## config.mk

```make
export PLATFORM = sky130hd
export DESIGN_NAME = s1_fetch_flat
export DESIGN_NICKNAME = d
export VERILOG_FILES = /design/src/rtl/s1_fetch_pkg.sv /design/src/rtl/s1_fetch_if.sv /design/src/rtl/s1_next_pc.sv /design/src/rtl/s1_fetch.sv /design/src/flat_wrapper.sv
export SDC_FILE = /design/constraint.sdc
export NUM_CORES = 1
export LEC_CHECK = 0
export CELL_PAD_IN_SITES_DETAIL_PLACEMENT = 2
export CELL_PAD_IN_SITES_GLOBAL_PLACEMENT = 2
export CORE_ASPECT_RATIO = 1.1
export CORE_MARGIN = 10
export CORE_UTILIZATION = 18
export DETAILED_ROUTE_END_ITERATION = 10
export PLACE_DENSITY_LB_ADDON = 0.08
export SLEW_MARGIN = 0
export SYNTH_ARGS = -nofsm -noshare
export SYNTH_HDL_FRONTEND = slang
export SYNTH_HIERARCHICAL = 1
export SYNTH_SLANG_ARGS = --single-unit
```

## constraint.sdc

```tcl
create_clock -name clk -period 3.5 [get_ports clk]
set_input_delay 1.05 -clock clk [delete_from_list [all_inputs] [get_ports clk]]
set_output_delay 1.05 -clock clk [all_outputs]
set_load 0.005 [all_outputs]
```

## src/rtl/s1_fetch_pkg.sv

```systemverilog
// rtl/s1_fetch_pkg.sv - shared constants and helpers for the stage-1 fetch slice
// Purpose: RV32I opcode constants, fetch reset/bubble defaults, memory address
//          widths, region-decode bit and J/B immediate decode helpers.
// Ports:   none (package).
package s1_fetch_pkg;

  typedef logic [6:0] opcode_t;

  localparam opcode_t OPC_LUI      = 7'b0110111;
  localparam opcode_t OPC_AUIPC    = 7'b0010111;
  localparam opcode_t OPC_JAL      = 7'b1101111;
  localparam opcode_t OPC_JALR     = 7'b1100111;
  localparam opcode_t OPC_BRANCH   = 7'b1100011;
  localparam opcode_t OPC_LOAD     = 7'b0000011;
  localparam opcode_t OPC_STORE    = 7'b0100011;
  localparam opcode_t OPC_OP_IMM   = 7'b0010011;
  localparam opcode_t OPC_OP       = 7'b0110011;
  localparam opcode_t OPC_MISC_MEM = 7'b0001111;
  localparam opcode_t OPC_SYSTEM   = 7'b1110011;

  localparam logic [31:0] DEF_RESET_PC  = 32'h4000_0000;
  localparam logic [31:0] DEF_NOP_INSTR = 32'h0000_0013;

  localparam int DEF_BIOS_AW = 12;
  localparam int DEF_IMEM_AW = 14;

  // pc[30] set means the fetch address lives in the BIOS, clear means IMEM.
  localparam int REGION_BIT = 30;

  function automatic logic [31:0] imm_j(input logic [31:0] instr);
    return {{12{instr[31]}}, instr[19:12], instr[20], instr[30:21], 1'b0};
  endfunction

  function automatic logic [31:0] imm_b(input logic [31:0] instr);
    return {{20{instr[31]}}, instr[7], instr[30:25], instr[11:8], 1'b0};
  endfunction

endpackage

```

## src/rtl/s1_fetch_if.sv

```systemverilog
// rtl/s1_fetch_if.sv - stage-1 fetch bus bundle (control, memory ports, S2 presentation)
// Purpose: groups the fetch control inputs, the BIOS/IMEM read ports and the
//          stage-2 presentation signals.
// Modports: master = fetch stage (drives addresses and S2 outputs),
//           slave  = environment (drives control and memory read data).
interface s1_fetch_if
  import s1_fetch_pkg::*;
#(
  parameter int BIOS_AW = DEF_BIOS_AW,
  parameter int IMEM_AW = DEF_IMEM_AW
) ();

  logic               stall;
  logic               redirect_valid;
  logic [31:0]        redirect_pc;
  logic [BIOS_AW-1:0] bios_addr;
  logic [IMEM_AW-1:0] imem_addr;
  logic [31:0]        bios_dout;
  logic [31:0]        imem_dout;
  logic [31:0]        pc_s2;
  logic [31:0]        instruction_s2;
  logic               valid_s2;
  logic               predicted_s2;

  modport master (
    input  stall, redirect_valid, redirect_pc, bios_dout, imem_dout,
    output bios_addr, imem_addr, pc_s2, instruction_s2, valid_s2, predicted_s2
  );

  modport slave (
    output stall, redirect_valid, redirect_pc, bios_dout, imem_dout,
    input  bios_addr, imem_addr, pc_s2, instruction_s2, valid_s2, predicted_s2
  );

endinterface

```

## src/rtl/s1_next_pc.sv

```systemverilog
// rtl/s1_next_pc.sv - combinational next-fetch-PC priority mux
// Purpose: picks pc_next from boot, redirect, stall, static prediction
//          (S1_BRANCH_PREDICT_EN only) and sequential pc+4.
// Ports:   i_boot, i_redirect_valid, i_redirect_pc, i_stall, i_pc in;
//          i_valid_s2, i_instruction_s2 in and o_pred_hit out with the macro;
//          o_pc_next out.
// Config:  S1_BRANCH_PREDICT_EN enables the static backward-branch/JAL predictor.
module s1_next_pc
  import s1_fetch_pkg::*;
#(
  parameter logic [31:0] RESET_PC = DEF_RESET_PC
) (
  input  logic        i_boot,
  input  logic        i_redirect_valid,
  input  logic [31:0] i_redirect_pc,
  input  logic        i_stall,
  input  logic [31:0] i_pc,
`ifdef S1_BRANCH_PREDICT_EN
  input  logic        i_valid_s2,
  input  logic [31:0] i_instruction_s2,
  output logic        o_pred_hit,
`endif
  output logic [31:0] o_pc_next
);

  // Redirect targets are forced word-aligned; the low bits are dropped.
  logic w_unused_low;
  assign w_unused_low = ^i_redirect_pc[1:0];

`ifdef S1_BRANCH_PREDICT_EN
  logic        w_is_jal;
  logic        w_is_bwd_branch;
  logic [31:0] w_imm;
  logic [31:0] w_pred_target;

  assign w_is_jal        = (i_instruction_s2[6:0] == OPC_JAL);
  // B-type imm[12] is instr[31]; set means a backward branch, predicted taken.
  assign w_is_bwd_branch = (i_instruction_s2[6:0] == OPC_BRANCH) && i_instruction_s2[31];
  assign w_imm           = w_is_jal ? imm_j(i_instruction_s2) : imm_b(i_instruction_s2);
  assign w_pred_target   = i_pc + w_imm;
  assign o_pred_hit      = i_valid_s2 && !i_stall && !i_redirect_valid &&
                           (w_is_jal || w_is_bwd_branch);
`endif

  always_comb begin
    o_pc_next = i_pc + 32'd4;
    if (i_boot) begin
      o_pc_next = RESET_PC;
    end else if (i_redirect_valid) begin
      o_pc_next = {i_redirect_pc[31:2], 2'b00};
    end else if (i_stall) begin
      // Re-read the same word so the synchronous memory output stays put.
      o_pc_next = i_pc;
`ifdef S1_BRANCH_PREDICT_EN
    end else if (o_pred_hit) begin
      o_pc_next = w_pred_target;
`endif
    end
  end

endmodule

```

## src/rtl/s1_fetch.sv

```systemverilog
// rtl/s1_fetch.sv - stage-1 instruction fetch for the 3-stage RV32I pipeline
// Purpose: holds the fetch PC, drives BIOS/IMEM word addresses, selects the
//          returned word and presents it to stage 2 with boot, stall and
//          redirect-kill handling.
// Ports:   clk, rst (async, active-high); bus (s1_fetch_if.master):
//          stall, redirect_valid, redirect_pc, bios_dout, imem_dout in;
//          bios_addr, imem_addr, pc_s2, instruction_s2, valid_s2, predicted_s2 out.
// Config:  S1_BRANCH_PREDICT_EN enables the static predictor; otherwise
//          predicted_s2 is tied low.
module s1_fetch
  import s1_fetch_pkg::*;
#(
  parameter logic [31:0] RESET_PC  = DEF_RESET_PC,
  parameter logic [31:0] NOP_INSTR = DEF_NOP_INSTR,
  parameter int          BIOS_AW   = DEF_BIOS_AW,
  parameter int          IMEM_AW   = DEF_IMEM_AW
) (
  input  logic         clk,
  input  logic         rst,
  s1_fetch_if.master   bus
);

  logic [31:0] r_pc;
  logic        r_valid;
  logic        r_boot;

  logic [31:0] w_pc_next;
  logic        w_advance;
  logic        w_valid_s2;
  logic [31:0] w_word;
  logic [31:0] w_instruction_s2;

`ifdef S1_BRANCH_PREDICT_EN
  logic w_pred_hit;
  logic r_pred;
`endif

  s1_next_pc #(
    .RESET_PC (RESET_PC)
  ) u_next_pc (
    .i_boot           (r_boot),
    .i_redirect_valid (bus.redirect_valid),
    .i_redirect_pc    (bus.redirect_pc),
    .i_stall          (bus.stall),
    .i_pc             (r_pc),
`ifdef S1_BRANCH_PREDICT_EN
    .i_valid_s2       (w_valid_s2),
    .i_instruction_s2 (w_instruction_s2),
    .o_pred_hit       (w_pred_hit),
`endif
    .o_pc_next        (w_pc_next)
  );

  assign bus.bios_addr = w_pc_next[BIOS_AW+1:2];
  assign bus.imem_addr = w_pc_next[IMEM_AW+1:2];

  // A new word lands next cycle unless the stage is genuinely held by stall.
  assign w_advance = r_boot | bus.redirect_valid | ~bus.stall;

  always_ff @(posedge clk or posedge rst) begin
    if (rst) begin
      r_pc    <= RESET_PC;
      r_valid <= 1'b0;
      r_boot  <= 1'b1;
    end else begin
      r_pc   <= w_pc_next;
      r_boot <= 1'b0;
      if (w_advance) begin
        r_valid <= 1'b1;
      end
    end
  end

`ifdef S1_BRANCH_PREDICT_EN
  // Flag travels with the predicted target and holds with it under stall.
  always_ff @(posedge clk or posedge rst) begin
    if (rst) begin
      r_pred <= 1'b0;
    end else if (w_advance) begin
      r_pred <= w_pred_hit;
    end
  end
`endif

  assign w_word           = r_pc[REGION_BIT] ? bus.bios_dout : bus.imem_dout;
  assign w_valid_s2       = r_valid & ~bus.redirect_valid & ~rst;
  assign w_instruction_s2 = w_valid_s2 ? w_word : NOP_INSTR;

  assign bus.pc_s2          = rst ? RESET_PC : r_pc;
  assign bus.valid_s2       = w_valid_s2;
  assign bus.instruction_s2 = w_instruction_s2;
`ifdef S1_BRANCH_PREDICT_EN
  assign bus.predicted_s2   = r_pred & w_valid_s2;
`else
  assign bus.predicted_s2   = 1'b0;
`endif

endmodule
```

## src/flat_wrapper.sv

```systemverilog
// flat-port wrapper written by rule: the top's interface ports become plain ports
module s1_fetch_flat import s1_fetch_pkg::*;
#(
  parameter logic [31:0] RESET_PC  = DEF_RESET_PC,
  parameter logic [31:0] NOP_INSTR = DEF_NOP_INSTR,
  parameter int          BIOS_AW   = DEF_BIOS_AW,
  parameter int          IMEM_AW   = DEF_IMEM_AW
)
  (clk, rst, bus_stall, bus_redirect_valid, bus_redirect_pc, bus_bios_dout, bus_imem_dout, bus_bios_addr, bus_imem_addr, bus_pc_s2, bus_instruction_s2, bus_valid_s2, bus_predicted_s2);
  s1_fetch_if #(.BIOS_AW(BIOS_AW), .IMEM_AW(IMEM_AW)) bus_i ();
  input  logic clk;
  input  logic rst;
  input wire logic [$bits(bus_i.stall)-1:0] bus_stall;
  input wire logic [$bits(bus_i.redirect_valid)-1:0] bus_redirect_valid;
  input wire logic [$bits(bus_i.redirect_pc)-1:0] bus_redirect_pc;
  input wire logic [$bits(bus_i.bios_dout)-1:0] bus_bios_dout;
  input wire logic [$bits(bus_i.imem_dout)-1:0] bus_imem_dout;
  output wire logic [$bits(bus_i.bios_addr)-1:0] bus_bios_addr;
  output wire logic [$bits(bus_i.imem_addr)-1:0] bus_imem_addr;
  output wire logic [$bits(bus_i.pc_s2)-1:0] bus_pc_s2;
  output wire logic [$bits(bus_i.instruction_s2)-1:0] bus_instruction_s2;
  output wire logic [$bits(bus_i.valid_s2)-1:0] bus_valid_s2;
  output wire logic [$bits(bus_i.predicted_s2)-1:0] bus_predicted_s2;
  assign bus_i.stall = bus_stall;
  assign bus_i.redirect_valid = bus_redirect_valid;
  assign bus_i.redirect_pc = bus_redirect_pc;
  assign bus_i.bios_dout = bus_bios_dout;
  assign bus_i.imem_dout = bus_imem_dout;
  assign bus_bios_addr = bus_i.bios_addr;
  assign bus_imem_addr = bus_i.imem_addr;
  assign bus_pc_s2 = bus_i.pc_s2;
  assign bus_instruction_s2 = bus_i.instruction_s2;
  assign bus_valid_s2 = bus_i.valid_s2;
  assign bus_predicted_s2 = bus_i.predicted_s2;
  s1_fetch #(.RESET_PC(RESET_PC), .NOP_INSTR(NOP_INSTR), .BIOS_AW(BIOS_AW), .IMEM_AW(IMEM_AW)) u_core (.clk(clk), .rst(rst), .bus(bus_i));
endmodule
```

==> metrics.txt <==
run status completed; CP startpoint kind input port; Max-Slew Margin vs Limit ~66%; DRC violation count after routing 0; warnings from Yosys 6; Req. time, crit path between 2000 and 2500 ps; most frequent standard cell in the layout excluding fill and tap cells sky130_fd_sc_hd__clkdlybuf4s50_1; net load switching power 0.3987 mW; drt via density 4.372; initial antenna violation count 0; mean cell area of the mapped netlist 8.330 um2; post-detailed-route wirelength per cell just over 20 um; Clock power frac between 30% and 40%; number of H-tree levels 2; final setup violating endpoints 0; area of the mapped netlist 2774 um2; top cell type's share of synthesized area between 20 and 30%; most frequent cells in the layout sky130_fd_sc_hd__clkdlybuf4s50_1 (147), sky130_fd_sc_hd__nor2_1 (50), sky130_fd_sc_hd__buf_4 (44); placeable core region between 15,000 and 20,000 um2; TritonCTS clock tree done; final-layout setup total negative slack 0 ps; ratio of final minimum period to clock period 99.26%; class of the most critical hold timing path flop to flop; number of register bits inferred by synthesis 34; wire length of the first global-routing pass approximately 24,000 um; combinational group share of total power a little under a third; total iterations of the first detailed-routing run 4; clock root buffer sky130_fd_sc_hd__clkbuf_16; number of global-route vias before repair between 3,000 and 4,000; last weighted congestion value of the routability-driven placer between 0.7 and 0.8; Std-Cell Rows 47; final count of hold timing violations 0; final number of max-transition violations 0; starting utilization of the core area 18.35%; Worst Clk Skew around 5.9 ps; final critical-path required period about 3500 ps; pin count of the biggest net entering global routing 34; EDFF count, synth 0; flop-to-flop setup slack around 1500 ps; class of the most critical setup path input port to primary output; number of max-cap violations 0; Max Freq roughly 290 MHz; total power between 1 and 1.5 mW; antenna diode instance count 0; number of vias after detailed routing about 3,300; Peak supply drop ~200 uV; worst slack after detailed placement -804.1 ps; deepest clock path buffer count 2; post-synthesis instance total about 330; Top-Level Pins 192; number of distinct library cells after synthesis between 40 and 50; cts bufs inserted 5; Starting DRT DRC Count between 40 and 50; part of the power in registers between 30% and 40%; net count of the finished layout 652; RSZ-0062 raised after global routing yes; Chip Width 138.4 um; area enclosed by the die boundary between 20,000 and 25,000 um2; Final WS setup roughly 26 ps; fraction of power spent switching nets around 28%; share of cells above drive strength 1 around a fifth; Hold-fix buffers, CTS 0; Leak around 2.5 nW; Vert. Die Dim about 150 um; CP Capture Type primary output; hpwl dp 11,690 um; residual overflow from global routing 0; area growth from synthesis to final layout 94.77%; most area-hungry cell type in the Yosys netlist sky130_fd_sc_hd__dfrtp_1; portion of the post-synthesis area used by sequential elements a little under a third; internal portion of total power ~1.1 mW; GRT Resource Usage Total approximately 14%; async set-reset flop share out of synthesis between 90% and 100%; most area-consuming cells after synthesis sky130_fd_sc_hd__dfrtp_1 (29%), sky130_fd_sc_hd__mux2i_1 (13%), sky130_fd_sc_hd__nor2_1 (8.1%); Post-synth top flop sky130_fd_sc_hd__dfrtp_1; Power Dens Cells between 200 and 300 nW/um2; total routed wirelength between 15,000 and 20,000 um; Clk pin slew, worst setup/hold paths ~60 ps; post-detailed-route count of antenna-violating nets 0; insertion delay of the later-clocked pin in the worst-skew pair ~280 ps; CTS sink count 34; worst endpoint data arrival time roughly 2400 ps; buffers added on ports about 190; Tightest Pin Transition around 510 ps; crit path max fanout 7
[power groups by stage]
stage | Combinational (mW) | Sequential [mW] | Clock, mW
after floorplan | 0.176 | 0.446 | 0
after global placement | 0.431 | 0.461 | 0
after detailed placement | 0.439 | 0.462 | 0
after CTS | 0.454 | 0.455 | 0.561
after global routing | 0.498 | 0.460 | 0.575
final | 0.455 | 0.454 | 0.540
[per-stage QoR]
stage / instances / instance area [um2] / hold slack [ps] / utilization (%)
5_1_grt: 747 / 5403 / 547.3 / 35.75
4_1_cts: 737 / 5283 / 521.7 / 34.95
2_1_floorplan: 334 / 2778 / 440.4 / -
6_report: 747 / 5403 / 520.7 / 35.75
3_5_place_dp: 711 / 4931 / 480.2 / 32.63
3_3_place_gp: 711 / 4931 / 466.9 / 32.63
[state kept, by name, summed over array words and instances (netlist names)]
register and count:
u_core/r_boot 1, u_core/r_pc 32, u_core/r_valid 1
[cells in the mapped netlist (all sizes together) (2+ instances only)]
cell and instances:
nor4 3, nand4 12, a21oi 11, dfrtp 32
inv 8, nor2b 29, nor2 60, mux2i 36
xor2 17, dfstp 2, buf 22, and3 5
nand2b 2, a211oi 14, clkbuf 10, and2b 3
nand2 21, xnor2 10, nor3 7, o21ai 4
o21a 3, nand3 10
[metal layers]
layer	global-route usage, %	routed length, um
met5	0	0
met4	2.215	85
met3	4.096	846
met2	25.67	7764
met1	16.92	6468
[cells by family (layout without fill, tap and decap cells)]
kind of cell	Yosys count	count (layout)	synth area share, %
flip-flops	34	34	30.76
XOR/XNOR	27	27	8.525
other	1	2	0.1352
adder cells (fa/ha/maj)	1	1	0.4510
AND/OR/NAND/NOR	160	163	30.63
AO/OA/AOI/OAI	34	34	8.254
buffers and inverters	40	254	8.254
multiplexers	36	36	12.99
[final cells by class]
class | count | area, um2
Clock buffer | 6 | 138.9
Inverter | 8 | 32.53
Tap cell | 196 | 245.2
Multi-Input combinational cell | 263 | 1823
Sequential cell | 34 | 853.3
Fill cell | 1713 | 9711
Clock inverter | 1 | 30.03
Timing Repair Buffer | 239 | 2280
[timing repair]
action                                  4_1_cts  5_1_grt
resized for setup                            74       36
hold endpoints to repair                      0        0
pin swaps                                    12       12
endpoints found under the setup margin       91       37
cloned                                        3        0
setup buffers                                16       10
[path summary, 6_finish.rpt]
check	startpoint	to	cells after the start
max in group asynchronous	rst	u_core/r_pc[30]$_DFF_PP1_	4
min	u_core/r_pc[0]$_DFF_PP0_	u_core/r_pc[0]$_DFF_PP0_	1
min in group asynchronous	rst	u_core/r_pc[12]$_DFF_PP0_	3
max	rst	bus_instruction_s2[17]	4
min reg2reg	u_core/r_pc[0]$_DFF_PP0_	u_core/r_pc[0]$_DFF_PP0_	1
max reg2reg	u_core/r_pc[8]$_DFF_PP0_	u_core/r_pc[31]$_DFF_PP0_	6
[critical path, cell delays in order]
cell                              delay, ps
sky130_fd_sc_hd__clkdlybuf4s15_2        250
sky130_fd_sc_hd__or3b_4                 480
sky130_fd_sc_hd__nor2_1                 130
sky130_fd_sc_hd__clkdlybuf4s50_1        510
(Power assumes the default switching activity.)
